<file path="src/rtl/sha256_pkg.sv">
// sha256_pkg: shared SHA-256 feeder types plus block-count and padding helpers.
package sha256_pkg;

    typedef enum logic [2:0] {IDLE, RD, LOAD, EMIT, DONE} state_t;

    localparam logic [31:0] PAD_MARKER = 32'h8000_0000;

    function automatic logic [12:0] num_blocks(input logic [15:0] len);
        logic [16:0] s;
        s = {1'b0, len} + 17'd18;
        return s[16:4];
    endfunction

    // Pad word for stream index n at or beyond the message end; the upper length word is always 0
    function automatic logic [31:0] pad_word(input logic [16:0] n, input logic [15:0] len, input logic [16:0] tot);
        return (n == {1'b0, len}) ? PAD_MARKER : (n == tot - 17'd1) ? {11'd0, len, 5'd0} : 32'd0;
    endfunction

endpackage

</file>
<file path="src/rtl/sha256_msg_padder.sv">
// sha256_msg_padder: reads an N-word message and streams SHA-256 padded 16-word blocks.
// Define SHA256_PAD_LEN_PORT_EN to add the runtime msg_words length port.
module sha256_msg_padder
    import sha256_pkg::*;
#(
    parameter int NUM_OF_WORDS = 20
) (
    input  logic        clk,
    input  logic        reset_n,
    input  logic        start,
    input  logic [15:0] message_addr,
`ifdef SHA256_PAD_LEN_PORT_EN
    input  logic [15:0] msg_words,
`endif
    output logic [15:0] mem_addr,
    output logic        mem_we,
    input  logic [31:0] mem_read_data,
    output logic        out_valid,
    input  logic        out_ready,
    output logic [31:0] out_data,
    output logic        out_first,
    output logic        out_last,
    output logic        out_final,
    output logic        busy,
    output logic        done
);

    state_t      state, state_n;
    logic [15:0] base, base_n, addr_n;
    logic [16:0] n, n_n, nx;
    logic [31:0] data_n;
    logic        valid_n;

`ifdef SHA256_PAD_LEN_PORT_EN
    logic [15:0] len, len_n, len_in;
    logic [16:0] tot, tot_n;
    assign len_in = (msg_words > 16'(NUM_OF_WORDS)) ? 16'(NUM_OF_WORDS) : msg_words;
`else
    localparam logic [15:0] len    = 16'(NUM_OF_WORDS);
    localparam logic [15:0] len_in = len;
    localparam logic [16:0] tot    = {num_blocks(len), 4'd0};
`endif

    always_comb begin
        state_n = state;
        base_n  = base;
        n_n     = n;
        addr_n  = mem_addr;
        data_n  = out_data;
        valid_n = out_valid;
`ifdef SHA256_PAD_LEN_PORT_EN
        len_n   = len;
        tot_n   = tot;
`endif
        nx      = n + 17'd1;
        case (state)
            IDLE: if (start) begin
                base_n = message_addr;
                n_n    = '0;
`ifdef SHA256_PAD_LEN_PORT_EN
                len_n  = len_in;
                tot_n  = {num_blocks(len_in), 4'd0};
`endif
                if (len_in != 16'd0) begin
                    state_n = RD;
                    addr_n  = message_addr;
                end else begin
                    state_n = EMIT;
                    data_n  = PAD_MARKER;
                    valid_n = 1'b1;
                end
            end
            RD:   state_n = LOAD;
            LOAD: begin
                data_n  = mem_read_data;
                valid_n = 1'b1;
                state_n = EMIT;
            end
            // Pad words are produced back-to-back so only message words pay the memory round trip
            EMIT: if (out_ready) begin
                n_n = nx;
                if (nx < {1'b0, len}) begin
                    valid_n = 1'b0;
                    addr_n  = base + nx[15:0];
                    state_n = RD;
                end else if (nx < tot) begin
                    data_n = pad_word(nx, len, tot);
                end else begin
                    valid_n = 1'b0;
                    state_n = DONE;
                end
            end
            DONE:    state_n = IDLE;
            default: state_n = IDLE;
        endcase
    end

    always_ff @(posedge clk or negedge reset_n) begin
        if (!reset_n) begin
            state     <= IDLE;
            base      <= '0;
            n         <= '0;
            mem_addr  <= '0;
            out_data  <= '0;
            out_valid <= 1'b0;
`ifdef SHA256_PAD_LEN_PORT_EN
            len       <= '0;
            tot       <= '0;
`endif
        end else begin
            state     <= state_n;
            base      <= base_n;
            n         <= n_n;
            mem_addr  <= addr_n;
            out_data  <= data_n;
            out_valid <= valid_n;
`ifdef SHA256_PAD_LEN_PORT_EN
            len       <= len_n;
            tot       <= tot_n;
`endif
        end
    end

    assign mem_we    = 1'b0;
    assign busy      = state != IDLE;
    assign done      = state == DONE;
    assign out_first = out_valid && (n[3:0] == 4'd0);
    assign out_last  = out_valid && (n[3:0] == 4'd15);
    assign out_final = out_valid && (n == tot - 17'd1);

endmodule
</file>
<file path="config.mk">
export PLATFORM = sky130hd
export DESIGN_NAME = sha256_msg_padder
export DESIGN_NICKNAME = d
export VERILOG_FILES = /design/src/rtl/sha256_pkg.sv /design/src/rtl/sha256_msg_padder.sv
export SDC_FILE = /design/constraint.sdc
export NUM_CORES = 1
export LEC_CHECK = 0
export ABC_CLOCK_PERIOD_IN_PS = 4200
export CAP_MARGIN = 20
export CELL_PAD_IN_SITES_DETAIL_PLACEMENT = 1
export CELL_PAD_IN_SITES_GLOBAL_PLACEMENT = 1
export CORE_ASPECT_RATIO = 0.7
export CORE_UTILIZATION = 39
export CTS_CLUSTER_SIZE = 25
export DETAILED_ROUTE_END_ITERATION = 12
export PLACE_DENSITY = 0.92
export SYNTH_ARGS = -nofsm -noshare
export SYNTH_HDL_FRONTEND = slang
export SYNTH_SLANG_ARGS = --single-unit
</file>
<file path="constraint.sdc">
create_clock -name clk -period 4.2 [get_ports clk]
set_input_delay 0.63 -clock clk [delete_from_list [all_inputs] [get_ports clk]]
set_output_delay 0.63 -clock clk [all_outputs]
set_load 0.02 [all_outputs]
</file>
==> key figures <==
Die
  – Rows: 32
  – Initial Util: 0.411
  – Die X: 133 um
  – Core box area: 11300 um^2
  – Chip height: 93.5 um
  – DIE AREA: 12400 um^2
  – # IOs: 107

Synth
  – Yosys reg bits: 85
  – Cell Area, Synth: 4660 um^2
  – Most frequent cell after synthesis: dfrtp_1
  – Synth top cells by count: 85 x dfrtp_1, 47 x nand2_1, 43 x o21ai_0, 36 x nor2_1, 33 x a22o_1
  – Sequential share of the synthesized area: 0.456
  – Post-synth EDFFs: 0
  – Area contributors post-synth: dfrtp_1 46%, a22o_1 6.2%, ha_1 5.1%
  – Synth top area share: 0.456
  – Ys async rst share: 1.00
  – Syn Inst Count: 467
  – Number of library cell types mapped by synthesis: 54
  – Top_reg_cell synth: dfrtp_1
  – Net Count, Synth: 539
  – Yosys top cell by area: dfrtp_1
  – Yosys warnings: 0
  – Syn Area/Cell: 9.98 um^2

Flow run
  – Max-cap viol count: 0

Timing
  – Min Clock Period, post-route: 3.55 ns
  – Setup Viol. Count Final: 0
  – Worst Skew: 0.00910 ns
  – Final Max Slew Viols: 0
  – Slew @ Worst Pin: 0.905 ns
  – F_max: 282 MHz
  – RSZ-0062 raised after global routing: no
  – Slew HR: 0.394
  – Post-route clock period utilization: 0.845
  – Final Hold Fails: 0
  – Final setup TNS: 0 ns

Global routing
  – Vias in the first global route: 4157
  – Initial antenna violation count: 0
  – Congestion Overflow GR: 0
  – Largest net degree at the start of global routing: 86
  – First-pass GRT wire length: 22.7 mm
  – Global Route Usage Sum: 0.239

Finish
  – Nets: 636
  – # diodes: 0
  – Layout cells sized above 1: 0.0931
  – Layout area overhead: 32.2%

Outcome
  – Status: finished clean

Route
  – Post-DRT Antenna Nets: 0
  – Via count: 4049
  – Drt via density: 5.61
  – 1st-iter DRT viols: 231
  – DR WL/cell: 19.4 um
  – Drt total wl: 14.0 mm
  – Pre-antenna DRT Iters: 4
  – DRC violations left: 0

Worst setup path
  – Critical Path Start Type: flip-flop
  – Arr. time, crit path: 3.78 ns
  – R2R depth: 14
  – Worst setup EP type: flip-flop
  – Critical Path RT: 4.43 ns
  – Crit Path Category: reg -> reg
  – Worst-path maximum fanout: 8

CTS
  – Postcts setup bufs: 0
  – CTS clk-pin slew, worst paths: 0.07 ns
  – CTS buffer count: 9
  – Skew-Pair Late Insertion Delay: 0.36 ns
  – Clock Tree Root: clkbuf_16
  – CTS Hold Bufs: 0
  – Post-cts repair resize count: 0
  – Sink Count: 85
  – H-tree depth: 3
  – CTS tree: built
  – Clock Tree Buf Depth: 2

Pwr
  – Peak VDD IR: 0.361 mV
  – Pwr dens: 718 nW/um^2
  – Leak Pwr: 2.74 nW
  – Total power: 4.43 mW

Placed design
  – Gpl congestion: 0.847
  – Number of port buffers: 105
  – Detail Placement HPWL: 9.78 mm

Min path
  – Type of the most critical hold path: in -> async
## cell families after synthesis
logic type	Yosys count	synth area share
and+or+nand+nor	142	0.156
AOI/OAI and AO/OA	134	0.191
DFF	85	0.456
buffers and inverters	35	0.0341
xor gates and xnor gates	27	0.0507
muxes	23	0.0553
adders and majority gates	20	0.0553
other	1	0.000804
## worst max-delay path: stages (launching register included)
cell and delay [ns]:
dfrtp_1 0.46, ha_1 0.33, nand3_2 0.24, nor2_2 0.38
nand3_1 0.15, xnor2_1 0.22, ha_1 0.31, nand2_1 0.10
nor2_1 0.04, a22oi_1 0.22, nand3_1 0.18, a41oi_1 0.27
xnor2_1 0.14, o21ai_0 0.09, mux2_2 0.28
## worst paths after layout
path                              from           end  slack (ns)
setup / recovery                  n[1]  mem_addr[15]        0.65
hold / removal                 reset_n   mem_addr[0]        0.12
setup reg to reg                  n[1]  mem_addr[15]        0.65
hold reg to reg            mem_addr[2]   mem_addr[2]        0.49
max in group asynchronous      reset_n  out_data[27]        3.46
min in group clk           mem_addr[2]   mem_addr[2]        0.49
## power breakdown
| part | switching [mW] | internal [mW] | total (mW) | leakage (nW) |
|---|---|---|---|---|
| Clock | 0.387 | 0.423 | 0.810 | 0.149 |
| Sequential | 0.233 | 1.14 | 1.38 | 1.08 |
| Combinational | 1.22 | 1.02 | 2.24 | 1.51 |
| Total | 1.84 | 2.59 | 4.43 | 2.74 |
## state kept, by name, indices dropped and copies added, names as in the netlist
| signal | count |
|---|---|
| base | 16 |
| mem_addr | 16 |
| n | 17 |
| out_data | 32 |
| out_valid | 1 |
| state | 3 |
## routing by layer
| layer | vias up | part of all wire | GRT usage |
|---|---|---|---|
| li1 | 1885 | - | - |
| met1 | 2030 | 0.44 | 0.296 |
| met2 | 115 | 0.50 | 0.418 |
| met3 | 19 | 0.052 | 0.0520 |
| met4 | 0 | 0.013 | 0.0738 |
| met5 | - | 0 | 0 |
## stage by stage
stage	util	hold slack, ns	worst slack [ns]	std cells	cell area (um^2)
global route	0.544	0.126	0.403	722	6160
finish	0.544	0.122	0.653	722	6160
CTS	0.540	0.496	0.657	720	6120
floorplan	-	0.334	1.18	467	4660
global placement	0.513	0.469	0.927	704	5820
detailed placement	0.513	0.480	0.714	704	5820
## final cells by class
class / count / area, um^2
Multi-Input combinational cell: 347 / 2380
Clock inverter: 7 / 76.3
Sequential cell: 85 / 2130
Clock buffer: 9 / 225
Fill cell: 1256 / 5170
Tap cell: 153 / 191
Inverter: 9 / 33.8
Timing Repair Buffer: 112 / 1130
## cell usage in the layout (no fill, tap or decap), types with 3 or more instances in the layout
master / n
clkbuf_16: 9
nor3_1: 13
o21ai_0: 43
nand3_1: 10
and3_1: 7
dfrtp_1: 85
a211o_1: 3
mux2i_1: 4
mux2_2: 18
inv_8: 3
xor2_1: 9
a22o_1: 33
a21oi_1: 22
and2_1: 3
nand2_1: 47
clkdlybuf4s50_1: 104
and4_1: 3
o31ai_1: 5
nand4_1: 5
a31oi_1: 6
inv_1: 9
o21a_1: 4
xnor2_1: 18
buf_4: 6
ha_1: 19
nor2_1: 36
a21o_1: 5
No activity file was read; power rests on OpenSTA's default activity.
